[src/rtl/mdr_pkg.sv]
// MDR shared types: operand width, opcodes, loader FSM states.
// Command-byte validation helper for the operand loader.
package mdr_pkg;

  localparam int DW = 16;
  localparam int BYTES_PER_OP = DW / 8;

  typedef enum logic [1:0] {
    OP_NONE = 2'd0,
    OP_MUL  = 2'd1,
    OP_DIV  = 2'd2,
    OP_SQRT = 2'd3
  } op_e;

  typedef enum logic [2:0] {
    IDLE,
    GET_A,
    GET_B,
    LAUNCH,
    WAIT_DONE
  } ldr_state_e;

  function automatic logic is_cmd(input logic [7:0] b);
    return (b == 8'd1) || (b == 8'd2) || (b == 8'd3);
  endfunction

endpackage

[src/rtl/mdr_operand_loader_if.sv]
// Loader bus: UART byte input, core handshake and operand outputs.
// master = loader side, slave = UART/core side.
interface mdr_operand_loader_if
  import mdr_pkg::*;
#(
  parameter int DW = mdr_pkg::DW
);

  logic [7:0]    rx_data;
  logic          rx_valid;
  logic          core_ready;
  op_e           op_code;
  logic [DW-1:0] op_a;
  logic [DW-1:0] op_b;
  logic          start;
  logic          busy;
  logic          err;

  modport master (
    input  rx_data, rx_valid, core_ready,
    output op_code, op_a, op_b, start, busy, err
  );

  modport slave (
    output rx_data, rx_valid, core_ready,
    input  op_code, op_a, op_b, start, busy, err
  );

endinterface

[src/rtl/mdr_operand_loader_timer.sv]
// mdr_byte_timer: inter-byte idle counter with saturating expiry flag.
// Clear wins over enable; counting stops once TIMEOUT_CYC is reached.
module mdr_byte_timer #(
  parameter int TIMEOUT_CYC = 50000
) (
  input  logic clk,
  input  logic rst,
  input  logic clr_i,
  input  logic en_i,
  output logic expired_o
);

  localparam int TW = $clog2(TIMEOUT_CYC + 1);

  logic [TW-1:0] cnt_q;
  logic [TW-1:0] cnt_d;

  assign expired_o = (cnt_q == TW'(TIMEOUT_CYC));

  always_comb begin
    cnt_d = cnt_q;
    if (clr_i)
      cnt_d = '0;
    else if (en_i && !expired_o)
      cnt_d = cnt_q + 1'b1;
  end

  always_ff @(posedge clk) begin
    if (rst) cnt_q <= '0;
    else     cnt_q <= cnt_d;
  end

endmodule

[src/rtl/mdr_operand_loader.sv]
// Assembles CMD + operand bytes into op_code/op_a/op_b, pulses start,
// and holds the operands until the selected core reports ready.
module mdr_operand_loader
  import mdr_pkg::*;
#(
  parameter int DW          = mdr_pkg::DW,
  parameter int TIMEOUT_CYC = 50000
) (
  input logic                 clk,
  input logic                 rst,
  mdr_operand_loader_if.master bus
);

  localparam int BPO = DW / 8;
  localparam int CW  = (BPO > 1) ? $clog2(BPO) : 1;

  ldr_state_e    state_q, state_d;
  op_e           opcode_q;
  op_e           op_code_q;
  logic [CW-1:0] cnt_q;
  logic [DW-1:0] sa_q, sa_d;
  logic [DW-1:0] sb_q, sb_d;
  logic [DW-1:0] op_a_q, op_b_q;
  logic          err_q, err_d;
  logic          start_o, busy_o;
  logic          rx, in_get, last, expired, cmd_ok;

  assign rx     = bus.rx_valid;
  assign in_get = (state_q == GET_A) || (state_q == GET_B);
  assign last   = (cnt_q == CW'(BPO - 1));
  assign cmd_ok = is_cmd(bus.rx_data);

  mdr_byte_timer #(
    .TIMEOUT_CYC(TIMEOUT_CYC)
  ) u_timer (
    .clk      (clk),
    .rst      (rst),
    .clr_i    (!in_get || rx),
    .en_i     (in_get),
    .expired_o(expired)
  );

  always_ff @(posedge clk) begin
    if (rst) state_q <= IDLE;
    else     state_q <= state_d;
  end

  always_comb begin
    state_d = state_q;
    unique case (state_q)
      IDLE:
        if (rx && cmd_ok) state_d = GET_A;
      GET_A:
        if (rx) begin
          if (last)
            state_d = (opcode_q == OP_SQRT) ? LAUNCH : GET_B;
        end else if (expired) begin
          state_d = IDLE;
        end
      GET_B:
        if (rx) begin
          if (last) state_d = LAUNCH;
        end else if (expired) begin
          state_d = IDLE;
        end
      LAUNCH:
        state_d = WAIT_DONE;
      WAIT_DONE:
        if (bus.core_ready) state_d = IDLE;
      default:
        state_d = IDLE;
    endcase
  end

  // any byte after the frame is complete is an overrun, even alongside core_ready
  always_comb begin
    start_o = (state_q == LAUNCH) && !rst;
    busy_o  = (state_q != IDLE);
    err_d   = 1'b0;
    unique case (1'b1)
      (state_q == IDLE):  err_d = rx && !cmd_ok;
      in_get:             err_d = !rx && expired;
      default:            err_d = rx;
    endcase
  end

  always_comb begin
    sa_d = sa_q;
    sb_d = sb_q;
    if (state_q == GET_A && rx) sa_d = {sa_q[DW-9:0], bus.rx_data};
    if (state_q == GET_B && rx) sb_d = {sb_q[DW-9:0], bus.rx_data};
  end

  always_ff @(posedge clk) begin
    if (rst) begin
      opcode_q  <= OP_NONE;
      op_code_q <= OP_NONE;
      cnt_q     <= '0;
      sa_q      <= '0;
      sb_q      <= '0;
      op_a_q    <= '0;
      op_b_q    <= '0;
      err_q     <= 1'b0;
    end else begin
      err_q <= err_d;
      sa_q  <= sa_d;
      sb_q  <= sb_d;
      if (state_q == IDLE && rx && cmd_ok) begin
        opcode_q <= op_e'(bus.rx_data[1:0]);
        cnt_q    <= '0;
        sa_q     <= '0;
        sb_q     <= '0;
      end
      if (in_get && rx)
        cnt_q <= last ? '0 : cnt_q + 1'b1;
      if (in_get && state_d == LAUNCH) begin
        op_a_q    <= sa_d;
        op_b_q    <= sb_d;
        op_code_q <= opcode_q;
      end
    end
  end

  assign bus.op_code = op_code_q;
  assign bus.op_a    = op_a_q;
  assign bus.op_b    = op_b_q;
  assign bus.start   = start_o;
  assign bus.busy    = busy_o;
  assign bus.err     = err_q;

endmodule
[src/flat_wrapper.sv]
// flat-port wrapper written by rule: the top's interface ports become plain ports
module mdr_operand_loader_flat import mdr_pkg::*;
#(
  parameter int DW          = mdr_pkg::DW,
  parameter int TIMEOUT_CYC = 50000
)
  (clk, rst, bus_rx_data, bus_rx_valid, bus_core_ready, bus_op_code, bus_op_a, bus_op_b, bus_start, bus_busy, bus_err);
  mdr_operand_loader_if #(.DW(DW)) bus_i ();
  input logic clk;
  input logic rst;
  input wire logic [$bits(bus_i.rx_data)-1:0] bus_rx_data;
  input wire logic [$bits(bus_i.rx_valid)-1:0] bus_rx_valid;
  input wire logic [$bits(bus_i.core_ready)-1:0] bus_core_ready;
  output wire logic [$bits(bus_i.op_code)-1:0] bus_op_code;
  output wire logic [$bits(bus_i.op_a)-1:0] bus_op_a;
  output wire logic [$bits(bus_i.op_b)-1:0] bus_op_b;
  output wire logic [$bits(bus_i.start)-1:0] bus_start;
  output wire logic [$bits(bus_i.busy)-1:0] bus_busy;
  output wire logic [$bits(bus_i.err)-1:0] bus_err;
  assign bus_i.rx_data = bus_rx_data;
  assign bus_i.rx_valid = bus_rx_valid;
  assign bus_i.core_ready = bus_core_ready;
  assign bus_op_code = bus_i.op_code;
  assign bus_op_a = bus_i.op_a;
  assign bus_op_b = bus_i.op_b;
  assign bus_start = bus_i.start;
  assign bus_busy = bus_i.busy;
  assign bus_err = bus_i.err;
  mdr_operand_loader #(.DW(DW), .TIMEOUT_CYC(TIMEOUT_CYC)) u_core (.clk(clk), .rst(rst), .bus(bus_i));
endmodule
[config.mk]
export PLATFORM = sky130hd
export DESIGN_NAME = mdr_operand_loader_flat
export DESIGN_NICKNAME = d
export VERILOG_FILES = /design/src/rtl/mdr_pkg.sv /design/src/rtl/mdr_operand_loader_if.sv /design/src/rtl/mdr_operand_loader_timer.sv /design/src/rtl/mdr_operand_loader.sv /design/src/flat_wrapper.sv
export SDC_FILE = /design/constraint.sdc
export NUM_CORES = 1
export LEC_CHECK = 0
export BUFFER_PORTS_ARGS = -buffer_cell sky130_fd_sc_hd__clkbuf_2
export CORE_MARGIN = 2
export CORE_UTILIZATION = 52
export DETAILED_ROUTE_END_ITERATION = 12
export HOLD_SLACK_MARGIN = 0.08
export PLACE_DENSITY = 0.73
export SYNTH_ARGS = -nofsm -noshare
export SYNTH_HDL_FRONTEND = slang
export SYNTH_HIERARCHICAL = 1
export SYNTH_SLANG_ARGS = --single-unit
[constraint.sdc]
create_clock -name clk -period 2.8 [get_ports clk]
set_clock_uncertainty 0.05 [all_clocks]
set_input_delay 0.28 -clock clk [delete_from_list [all_inputs] [get_ports clk]]
set_output_delay 0.28 -clock clk [all_outputs]
set_load 0.01 [all_outputs]
======== After elaboration in Yosys (flattened, before gate mapping) ========
Cells that the tools add are included.
cells by class
  add/sub/neg operators ................... 2
  multipliers ............................. 0
  divide/modulo/power cells ............... 0
  order comparisons ....................... 0
  equality and inequality tests ........... 10
  shift-type cells ........................ 0
  muxes and demuxes ....................... 15
  bitwise operators ....................... 0
  reduce and logical (&&, ||, !) cells .... 25
operators with widths
  operator                 count
  $mux W16                 2
  $mux W3                  7
  $add A16 B1 Y16 const B  1
  $eq A16 B16 Y1 const B   1
  $eq A8 B2 Y1 const B     2
  $pmux W3 S5              1
  $logic_and A1 B1 Y1      11
  $eq A3 B2 Y1 const B     3
  $eq A8 B1 Y1 const B     1
  $logic_not A1 Y1         5
  $logic_or A1 B1 Y1       4
  $mux W1                  4
  $reduce_or A2 Y1         2
  $eq A3 B1 Y1 const B     1
  $eq A3 B3 Y1 const B     1
  $logic_not A3 Y1         1
  $reduce_bool A3 Y1       1
  $eq A2 B2 Y1 const B     1
  $pmux W1 S2              1
  $reduce_bool A2 Y1       1
  $add A1 B1 Y1 const B    1
storage, ports and cells
  register bits after elaboration ......... 89
  latch bits .............................. 0
  bits in writable memories ............... 0
  ROM bits ................................ 0
  input bits .............................. 12
  output and inout bits ................... 37
  logic and storage cells ................. 62
  memories kept ........................... 0

======== Depth between registers and ports, before layout ========
  depth in word-level cells ............... 8
  gate-level depth with buffers ........... 10
  gate-level depth less buffers ........... 8

======== Cells and area by module ========
The synthesis kept the hierarchy.
modules (own cells, without submodules)
  module              times used  cells an instance  area each (um2)  sequential area each (um2)
  mdr_operand_loader  1           278                2782.7           1461.4
  mdr_byte_timer      1           101                872.1            320.3

======== Least setup slack after synthesis ========
OpenSTA, ideal clock, no wires.
  kind .................................... flip-flop to flip-flop
  start point ............................. register u_core.u_timer.cnt_q[0]
  end point ............................... register u_core.op_a_q[1], in the netlist u_core/bus.op_a[1]
  data arrival time ....................... 1877 ps
  data required time ...................... 2664 ps
  path slack .............................. 787 ps
  stages on the path, launching flop included .. 10
  path buffers ............................ 1
  cells stage by stage .................... dfxtp_1 -> inv_1 -> ha_1 -> nor4b_1 -> and3_1 -> nor2b_1 -> nor3_2 -> clkbuf_1 -> a21oi_1 -> a211oi_1
on the way
  word-level cells in the longest chain between the ends .. 6
RTL lines
  item                               line                                                source
  start: declaration                 mdr_operand_loader_timer.sv:15                      logic [TW-1:0] cnt_q;
  start signal: assignment           mdr_operand_loader_timer.sv:30                      else cnt_q <= cnt_d;
  $eq A16 B16 Y1 *                   mdr_operand_loader_timer.sv:18                      assign expired_o = (cnt_q == TW'(TIMEOUT_CYC));
  net u_core.expired                 mdr_operand_loader.sv:26                            logic rx, in_get, last, expired, cmd_ok;
  $mux W3 *                          mdr_operand_loader.sv:57, mdr_operand_loader.sv:63
  $mux W3, on equally long branches  mdr_operand_loader.sv:61, mdr_operand_loader.sv:54
  $pmux W3 S5 *                      mdr_operand_loader.sv:50                            unique case (state_q)
  $eq A3 B2 Y1 *                     mdr_operand_loader.sv:116                           if (in_get && state_d == LAUNCH) begin
  $logic_and A1 B1 Y1 *              mdr_operand_loader.sv:116
  end signal: assignment             mdr_operand_loader.sv:101                           op_a_q <= '0;
  end signal: assignment             mdr_operand_loader.sv:117                           op_a_q <= sa_d;
  end: declaration                   mdr_operand_loader.sv:23                            logic [DW-1:0] op_a_q, op_b_q;
The timed path passes the listed nets; every way through them passes the cells marked *.
A chain may end at the register's enable or synchronous reset.

======== Worst setup path after layout ========
  start point ............................. register u_core.u_timer.cnt_q[0]
  end point ............................... register u_core.op_code_q[1], in the netlist u_core/bus.op_code[1]
on the way
  word-level cells in the longest chain between the ends .. 6
RTL lines
  item                               line                                                source
  $eq A16 B16 Y1 *                   mdr_operand_loader_timer.sv:18
  net u_core.expired                 mdr_operand_loader.sv:26
  $mux W3 *                          mdr_operand_loader.sv:57, mdr_operand_loader.sv:63
  $mux W3, on equally long branches  mdr_operand_loader.sv:61, mdr_operand_loader.sv:54
  $pmux W3 S5 *                      mdr_operand_loader.sv:50
  $eq A3 B2 Y1 *                     mdr_operand_loader.sv:116
  $logic_and A1 B1 Y1 *              mdr_operand_loader.sv:116
  end signal: assignment             mdr_operand_loader.sv:119                           op_code_q <= opcode_q;
  end: declaration                   mdr_operand_loader.sv:19                            op_e op_code_q;
Marked as above.

==> out/results.tsv <==
stage	metric	value	unit
critical_path	worstPathMaxFanout	17	
clocking	clock_latency	0.35	ns
flow_run	cap_violations	0	
hold_path	whs_endpoint	u_core/state_q[2]	
floorplan	io_pins	49	
clocking	cts_resized	0	
global_routing	gr-usage-all-layers	22.4	%
cells_and_area	final_core_util	61.2	%
timing	tightest_slew	0.692	ns
routing	drtIter0Drc	154	
routing	wl_per_cell	15.4	um
global_routing	grt_pass1_vias	2701	
critical_path	rr_worst_depth	9	
critical_path	r2r_setup_slack	0.40	ns
synth	yosys_warnings	6	
synth	synthFlopType	dfxtp_1	
synth	synth_nets	393	
clocking	clk_pin_slew	0.09	ns
critical_path	start_kind	flip-flop	
placement	post-dp-hpwl	5.47	mm
routing	num_vias	2906	
cells_and_area	diodes	0	
global_routing	grt_pass1_wl	13.5	mm
cells_and_area	fin_nets	434	
cells_and_area	fillers	605	
clocking	root_buffer	clkbuf_8	
hold_path	hold_depth	3	
power	vdd_drop_max	0.302	mV
routing	routed_wl	8.00	mm
cells_and_area	final_layout_size_suffix_gt1_share	21.6	%
clocking	post-cts-setup-buffers	0	
timing	fmax	417	MHz
synth	synth.ff_latch_count	89	
synth	synth_area_per_cell	9.64	um^2
synth	async_reset_ff_share	0	%
cells_and_area	multi_input_area	1700	um^2
timing	drv_slew	0	
clocking	cts_tree	done	
cells_and_area	regArea	1780	um^2
power	power.density	533	nW/um^2
placement	gp_congestion	0.823	
synth	syn_area	3650	um^2
routing	first_pass_iters	4	
critical_path	r2r-end	u_core/bus.op_code[1]	
critical_path	r2r_start	u_core/u_timer/cnt_q[0]	
timing	min_period	2.40	ns
floorplan	die_area	7710	um^2
timing	hold-worst-slack	0.144	ns
timing	hold_viol_final	0	
floorplan	die_h	87.8	um
clocking	ctsHoldBuffers	0	
cells_and_area	area_growth	13.8	%
status	status	finished clean	
critical_path	crit_type	reg2reg	
timing	relSlewSlack	53.8	%
placement	io_buffers	48	
synth	synthCells	379	
synth	synthDistinctLibCells	52	
timing	finalCritPeriodShare	85.7	%
routing	ant_nets	0	
global_routing	antenna_found_initial	0	
synth	ys_seq_area_share	48.8	%
clocking	htree_levels	3	
clocking	cts_sinks	89	
routing	drc	0	
routing	viasPerCell	5.58	
global_routing	grt_max_degree	39	
power	power	2.22	mW
floorplan	start_util	53.8	%
placement	pre_cts_slack	0.398	ns
critical_path	critPathCaptureType	flip-flop	
timing	fin_ws	0.401	ns
timing	rsz0062_at_grt	false	
critical_path	worstPathRequired	3.04	ns
floorplan	core	6790	um^2
floorplan	row_count	30	
global_routing	gr-total-overflow	0	
hold_path	hold_path_class	in2reg	
floorplan	die_w	87.8	um
timing	fin_tns_setup	0	ns
clocking	clock_path_buffers	2	
timing	setup-violations-final	0	
critical_path	arrival	2.64	ns
power	leakagePower	1.43	nW
synth	synth-edff-count	0	
clocking	cts_buffers	9	
hold_path	hold_start	bus_core_ready	
## sequential cells by signal, summed over array words and instances (netlist names)
signal	cells
u_core/bus.err	1
u_core/bus.op_a	16
u_core/bus.op_b	16
u_core/bus.op_code	2
u_core/cnt_q	1
u_core/opcode_q	2
u_core/sa_q	16
u_core/sb_q	16
u_core/state_q	3
u_core/u_timer/cnt_q	16
## layout make-up
class	count	area share (%)
Tap cell	96	2.89
Inverter	8	0.722
Clock buffer	10	3.07
Multi-Input combinational cell	254	40.8
Clock inverter	6	1.77
Timing Repair Buffer	58	7.88
Sequential cell	89	42.8
## per-stage QoR
| stage | instances | cell area, um^2 |
|---|---|---|
| after floorplan | 379 | 3650 |
| final | 521 | 4160 |
| after global placement | 505 | 3960 |
| after global routing | 521 | 4160 |
| after detailed placement | 505 | 3960 |
| after CTS | 521 | 4160 |
## cells in the final DEF, fill, tap and decap left out, types with 2 or more instances in the layout
cell | netlist | final
dfxtp_1 | 89 | 89
a21oi_1 | 49 | 49
clkbuf_2 | 1 | 48
nor2_1 | 42 | 42
mux2i_1 | 36 | 36
a211oi_1 | 32 | 32
clkbuf_8 | 0 | 9
buf_4 | 7 | 9
inv_1 | 8 | 8
nand2_1 | 8 | 8
nand2b_1 | 7 | 7
o21ai_0 | 7 | 7
or3_1 | 7 | 7
nand3_1 | 7 | 7
xor2_1 | 4 | 4
or3_2 | 4 | 4
o21ai_1 | 4 | 4
nand4_1 | 4 | 4
and2_1 | 3 | 3
or2_2 | 3 | 3
nand3b_1 | 3 | 3
nor4b_1 | 4 | 3
inv_6 | 0 | 2
clkinvlp_4 | 0 | 2
and4_2 | 2 | 2
ha_1 | 2 | 2
## metal layers
metal,routed length (um),GRT usage [%]
met5,0,0
met4,123,6.29
met3,304,5.09
met2,3540,32.6
met1,4040,33.3
## worst max-delay path: stages (launching register included)
cell and delay [ns]:
dfxtp_1 0.39, inv_1 0.06, ha_1 0.20, nor4b_1 0.14, and3_1 0.19, nor2b_1 0.17
nor3_4 0.47, and2_1 0.23, buf_4 0.23, mux2i_1 0.20
## worst max path at each step
stage                                  startpoint                     to  depth (start not counted)
after floorplan           u_core/u_timer/cnt_q[0]     u_core/bus.op_a[1]                          9
after global placement    u_core/u_timer/cnt_q[0]  u_core/bus.op_code[1]                          9
after detailed placement        u_core/state_q[1]     u_core/bus.op_b[9]                          6
after CTS                       u_core/state_q[1]     u_core/bus.op_b[9]                          6
after global routing            u_core/state_q[1]     u_core/bus.op_b[4]                          6
final                     u_core/u_timer/cnt_q[0]  u_core/bus.op_code[1]                          9
## power breakdown
group | internal [mW] | switching (mW) | total, mW
sequential | 1.27 | 0.000642 | 1.27
combinational | 0.0152 | 0.0376 | 0.0528
clock | 0.425 | 0.473 | 0.898
## synthesized netlist by cell type, types with 7 or more instances
master    number  area share, %
clkbuf_1      11            1.1
a21oi_1       49            6.7
mux2i_1       36            9.9
or3_1          7            1.2
nand3_1        7           0.96
nand2b_1       7            1.2
buf_4          7            1.4
o21ai_0        7           0.96
nand2_1        8           0.82
buf_2          7           0.96
dfxtp_1       89             49
inv_1          8           0.82
nor2_1        42            4.3
a211oi_1      32            6.6
## cells by family after synthesis
| logic type | share of synthesized area [%] |
|---|---|
| and+or+nand+nor | 18.0 |
| AOI/OAI and AO/OA | 16.4 |
| adders and majority gates | 0.685 |
| muxes | 9.86 |
| buffers and inverters | 5.10 |
| DFF | 48.8 |
| xor gates and xnor gates | 1.20 |
(Power assumes the default switching activity.)
